File: config.mk
export PLATFORM = sky130hd
export DESIGN_NAME = unidade_controle_multiciclo
export DESIGN_NICKNAME = d
export VERILOG_FILES = /design/src/rtl/controle_pkg.sv /design/src/rtl/decodificador_classe.sv /design/src/rtl/unidade_controle_multiciclo.sv
export SDC_FILE = /design/constraint.sdc
export NUM_CORES = 1
export LEC_CHECK = 0
export BUFFER_PORTS_ARGS = -buffer_cell sky130_fd_sc_hd__buf_2
export CORE_UTILIZATION = 39
export DETAILED_ROUTE_END_ITERATION = 10
export MAX_ROUTING_LAYER = met4
export PLACE_DENSITY = 0.77
export REMOVE_ABC_BUFFERS = 1
export SLEW_MARGIN = 0
export SYNTH_ARGS = -nofsm -noshare
export SYNTH_HDL_FRONTEND = slang
export SYNTH_HIERARCHICAL = 1
export SYNTH_SLANG_ARGS = --single-unit
export TNS_END_PERCENT = 1
File: constraint.sdc
create_clock -name clk -period 1.1 [get_ports clk]
set_input_delay 0.22 -clock clk [delete_from_list [all_inputs] [get_ports clk]]
set_output_delay 0.22 -clock clk [all_outputs]
set_load 0.005 [all_outputs]
File: src/rtl/controle_pkg.sv
// ============================================================================
// controle_pkg : shared encodings for the multicycle RV64I control unit
// Revision     : 1.0
// ============================================================================
`default_nettype none

package controle_pkg;

    typedef enum logic [2:0] {
        BUSCA      = 3'd0,
        DECODIFICA = 3'd1,
        EXECUTA    = 3'd2,
        MEMORIA    = 3'd3,
        ESCRITA    = 3'd4,
        TRAVADO    = 3'd5
    } estado_t;

    typedef enum logic [2:0] {
        CL_ALU      = 3'd0,
        CL_ALUI     = 3'd1,
        CL_LD       = 3'd2,
        CL_SD       = 3'd3,
        CL_BR       = 3'd4,
        CL_INVALIDA = 3'd5
    } classe_t;

    localparam logic [6:0] OP_R      = 7'b0110011;
    localparam logic [6:0] OP_I      = 7'b0010011;
    localparam logic [6:0] OP_LOAD   = 7'b0000011;
    localparam logic [6:0] OP_STORE  = 7'b0100011;
    localparam logic [6:0] OP_BRANCH = 7'b1100011;

    localparam logic [2:0] F3_BEQ  = 3'b000;
    localparam logic [2:0] F3_BNE  = 3'b001;
    localparam logic [2:0] F3_BLT  = 3'b100;
    localparam logic [2:0] F3_BGE  = 3'b101;
    localparam logic [2:0] F3_BLTU = 3'b110;
    localparam logic [2:0] F3_BGEU = 3'b111;
    localparam logic [2:0] F3_ADD  = 3'b000;
    localparam logic [2:0] F3_D    = 3'b011;

    // Unsigned less-than is derived from "not greater and not equal".
    function automatic logic desvio_tomado(input logic [2:0] f3,
                                           input logic igual,
                                           input logic menor,
                                           input logic maior_u);
        logic r;
        case (f3)
            F3_BEQ:  r = igual;
            F3_BNE:  r = !igual;
            F3_BLT:  r = menor;
            F3_BGE:  r = !menor;
            F3_BLTU: r = !maior_u && !igual;
            F3_BGEU: r = maior_u || igual;
            default: r = 1'b0;
        endcase
        return r;
    endfunction

endpackage

`default_nettype wire

File: src/rtl/decodificador_classe.sv
// ============================================================================
// decodificador_classe : combinational opcode/funct3 -> instruction class
// Revision             : 1.0
// ============================================================================
`default_nettype none

module decodificador_classe
    import controle_pkg::*;
(
    input  logic [6:0] opcode,
    input  logic [2:0] funct3,
    output classe_t    classe
);

    always_comb begin
        classe = CL_INVALIDA;
        case (opcode)
            OP_R:      if (funct3 == F3_ADD) classe = CL_ALU;
            OP_I:      if (funct3 == F3_ADD) classe = CL_ALUI;
            OP_LOAD:   if (funct3 == F3_D)   classe = CL_LD;
            OP_STORE:  if (funct3 == F3_D)   classe = CL_SD;
            OP_BRANCH: if (funct3 != 3'b010 && funct3 != 3'b011) classe = CL_BR;
            default:   classe = CL_INVALIDA;
        endcase
    end

endmodule

`default_nettype wire

File: src/rtl/unidade_controle_multiciclo.sv
// ============================================================================
// unidade_controle_multiciclo : multicycle control FSM for the RV64I datapath
// Option macro : CONTROLE_TRAP_INVALIDA_EN (illegal instruction locks in TRAVADO)
// Revision     : 1.0
// ============================================================================
`default_nettype none

module unidade_controle_multiciclo
    import controle_pkg::*;
(
    input  logic       clk,
    input  logic       rst_n,
    input  logic [6:0] opcode,
    input  logic [2:0] funct3,
    input  logic       funct7_5,
    input  logic       flag_igual,
    input  logic       flag_menor,
    input  logic       flag_maior_u,
    input  logic       mem_pronto,
    output logic       soma_ou_subtrai,
    output logic       subtraindo,
    output logic       imediato,
    output logic       ir_load,
    output logic       pc_load,
    output logic       pc_src,
    output logic       mem_re,
    output logic       mem_we,
    output logic       reg_we,
    output logic       wb_sel,
    output logic       instr_invalida,
    output logic [2:0] estado
);

    estado_t r_estado;
    estado_t w_prox;
    classe_t r_classe;
    classe_t w_classe;
    logic    w_tomado;

    decodificador_classe u_decod (
        .opcode (opcode),
        .funct3 (funct3),
        .classe (w_classe)
    );

    assign w_tomado = desvio_tomado(funct3, flag_igual, flag_menor, flag_maior_u);
    assign estado   = r_estado;

    always_ff @(posedge clk or negedge rst_n) begin
        if (!rst_n) begin
            r_estado <= BUSCA;
            r_classe <= CL_INVALIDA;
        end else begin
            r_estado <= w_prox;
            if (r_estado == DECODIFICA) r_classe <= w_classe;
        end
    end

    always_comb begin
        w_prox          = r_estado;
        soma_ou_subtrai = 1'b0;
        subtraindo      = 1'b0;
        imediato        = 1'b0;
        ir_load         = 1'b0;
        pc_load         = 1'b0;
        pc_src          = 1'b0;
        mem_re          = 1'b0;
        mem_we          = 1'b0;
        reg_we          = 1'b0;
        wb_sel          = 1'b0;
        instr_invalida  = 1'b0;

        // ULA controls stay stable from EXECUTA until the instruction retires.
        if (r_estado == EXECUTA || r_estado == MEMORIA || r_estado == ESCRITA) begin
            case (r_classe)
                CL_ALU: begin
                    soma_ou_subtrai = 1'b1;
                    subtraindo      = funct7_5;
                end
                CL_ALUI, CL_LD, CL_SD: begin
                    soma_ou_subtrai = 1'b1;
                    imediato        = 1'b1;
                end
                default: ;
            endcase
        end

        case (r_estado)
            BUSCA: begin
                mem_re = 1'b1;
                if (mem_pronto) begin
                    ir_load = 1'b1;
                    pc_load = 1'b1;
                    w_prox  = DECODIFICA;
                end
            end
            DECODIFICA: begin
                if (w_classe == CL_INVALIDA) begin
`ifdef CONTROLE_TRAP_INVALIDA_EN
                    w_prox = TRAVADO;
`else
                    instr_invalida = 1'b1;
                    w_prox         = BUSCA;
`endif
                end else begin
                    w_prox = EXECUTA;
                end
            end
            EXECUTA: begin
                case (r_classe)
                    CL_ALU, CL_ALUI: w_prox = ESCRITA;
                    CL_LD, CL_SD:    w_prox = MEMORIA;
                    CL_BR: begin
                        pc_load = w_tomado;
                        pc_src  = w_tomado;
                        w_prox  = BUSCA;
                    end
                    default:         w_prox = BUSCA;
                endcase
            end
            MEMORIA: begin
                if (r_classe == CL_LD) mem_re = 1'b1;
                else                   mem_we = 1'b1;
                if (mem_pronto) w_prox = (r_classe == CL_LD) ? ESCRITA : BUSCA;
            end
            ESCRITA: begin
                reg_we = 1'b1;
                wb_sel = (r_classe == CL_LD);
                w_prox = BUSCA;
            end
            TRAVADO: begin
`ifdef CONTROLE_TRAP_INVALIDA_EN
                instr_invalida = 1'b1;
`else
                w_prox = BUSCA;
`endif
            end
            default: w_prox = BUSCA;
        endcase
    end

endmodule

`default_nettype wire

==> metrics.txt <==
CP startpoint kind=register; CP max FO=6; ant diodes=0; clock transition at the registers of the reported paths=0.04 ns; Inserted Clock Buffers=3; GPL Wtd Cong=0.819; worst setup margin=-0.414 ns; Power Total=0.638 mW; most frequent cells in the layout=28 x buf_2, 19 x buf_4, 4 x nor2_1, 4 x nand2_1, 4 x inv_1; Critical Path Sink Type=primary output; CTS tree=built; final WL=1.69 mm; Residual DRC=0; Setup-failing EPs final=19; worst slew pin tran=0.263 ns; Synth Register Bits=6; Pins Over Slew Limit=0; synthesized area per cell=8.72 sq um; pwr dens=628 mW/mm^2; Reg2Reg Depth=3; GR Overflow Total=0; Pre-Repair DR Iteration Count=4; status=finished with violations; Overall Global Routing Usage=0.248; Routed WL per cell=12.6 um; crit path kind=reg2out; Area Growth Syn to Fin=73.9%; row count=13; Starting Density=0.433; Root Driver=clkbuf_4; met1 global-route usage=0.257; DR vias=704; initial antenna violation count=0; final net count=138; Post-Layout Inst Area=0.00102 sq mm; crit share post-route=1.38; Critical Path AT=1.29 ns; failing checks=negative setup slack; top cells by area, synth=dfrtp_1 17%, dfstp_2 9.0%, mux2_1 5.8%; fraction of layout cells with a size suffix above 1=0.664; cell taking the most area after synthesis=dfrtp_1; largest net degree at the start of global routing=10; met3 track demand over resource=0.0543; most common cell after layout, fill and taps aside=buf_2; Clock Path Buffers=2; die height=40.7 um; VDD IR max=525 uV; post-place setup slack=-0.479 ns; area share of the largest cell type after synthesis=0.171; Filler cells=92; CTS Sinks=6; buffers added on ports=30; Synth Instances=67; Hold Crit Class=in2async; Routed Antenna Nets=0; clk_skew=0.00187 ns; Worst Path Required=0.88 ns; RR Startpoint=estado[2]$_DFFE_PN0P_; Yosys Warn Count=6; sequential element share of the synthesized area=0.261; CTS H-tree depth=1; fmax=0.660 GHz; grt peak-use layer=met2; R2R Setup Slk=-0.14 ns; die area=0.00166 sq mm; vias in the first global route=634; setup TNS=-4.63 ns; Max Cap Violations=0; Syn Std Cell Area=584 sq um; post-synth cell types=37; # IOs=31; DP HPWL=1.19 mm; 1st-iter DRT viols=17; RSZ-0062 raised after global routing=true; Via density=5.25; met2 global-route usage=0.409; minimum clock period=1.51 ns; reg-to-reg endpoint=r_classe[0]$_DFFE_PN1N_; final hold violation count=0; first-pass GRT wire length=2.56 mm; core area=0.00135 sq mm; Placed Area=866 sq um; slew margin rel.=0.824; clk_lat worst skew=0.23 ns; Leak=0.532 nW; Horiz. Die Dim=40.7 um
## worst max-delay path by stage
stage,slack (ns),start,to,cells after the start
floorplan,-0.18,estado[0]$_DFFE_PN0P_,subtraindo,4
global placement,-0.43,funct3[2],instr_invalida,7
detailed placement,-0.48,funct3[2],instr_invalida,7
CTS,-0.43,estado[1]$_DFFE_PN0P_,subtraindo,5
global route,-0.52,estado[1]$_DFFE_PN0P_,subtraindo,5
finish,-0.41,estado[1]$_DFFE_PN0P_,subtraindo,5
## report_power, final
part / switching, mW / leakage (nW) / total [mW] / internal (mW)
clock: 0.0649 / 0.0138 / 0.187 / 0.122
sequential: 0.00839 / 0.0706 / 0.237 / 0.228
combinational: 0.0930 / 0.447 / 0.214 / 0.121
## flip-flops by register name, summed over array words and instances (netlist names)
| register | flops |
|---|---|
| estado | 3 |
| r_classe | 3 |
## Yosys cell counts (all sizes together)
cell type / number
mux2i: 1
and3: 1
xnor2: 1
o22ai: 1
nor3: 3
o31ai: 1
nand2: 6
nand3: 1
nor2b: 4
nor3b: 4
a21o: 1
mux2: 3
nand4bb: 1
inv: 4
a21oi: 3
a221oi: 1
o21a: 2
buf: 2
a211oi: 1
xor2: 2
dfstp: 2
nand4b: 1
a41o: 1
and4: 1
and4bb: 1
and2: 1
nor2: 6
a211o: 2
o21ai: 1
nand2b: 3
dfrtp: 4
o311ai: 1
## cells by family after synthesis
kind of cell           Yosys count  share of synthesized area
buffers and inverters            6                     0.0514
AND/OR/NAND/NOR                 33                      0.375
multiplexers                     4                     0.0749
flip-flops                       6                      0.261
XOR/XNOR                         3                     0.0450
AO/OA/AOI/OAI                   15                      0.193
## cell type report
cell class	instances	area, sq um	share of cell area
multi-input combinational	55	477	0.469
timing repair buffer	51	327	0.321
sequential	6	156	0.154
clock buffer	3	22.5	0.0222
tap	15	18.8	0.0185
inverter	4	15.0	0.0148
## worst max-delay path, cell delays in order, from the launching register on
cell	delay, ns
dfrtp_2	0.46
nor2_4	0.11
nand2_2	0.07
a21oi_2	0.16
and3_1	0.15
buf_2	0.10
## repair_timing
| item | 4_1_cts | 5_1_grt |
|---|---|---|
| pin swaps | 8 | 3 |
| endpoints found under the hold margin | 6 | 0 |
| hold buffers | 1 | 0 |
| buffers inserted | 3 | 0 |
| endpoints found under the setup margin | 20 | 20 |
| gates resized for setup | 14 | 10 |
## layer usage
metal	wire length, um	vias up
met3	47	2
met4	18	0
li1	-	350
met2	905	15
met5	0	-
met1	723	337
## stage by stage
| stage | utilization | instances | hold slack [ns] |
|---|---|---|---|
| finish | 0.753 | 134 | 0.333 |
| floorplan | - | 65 | -0.0756 |
| global route | 0.753 | 134 | 0.332 |
| global placement | 0.641 | 127 | 0.0410 |
| CTS | 0.721 | 134 | 0.320 |
| detailed placement | 0.641 | 127 | 0.0424 |
Power figures use the tool's default switching activity.
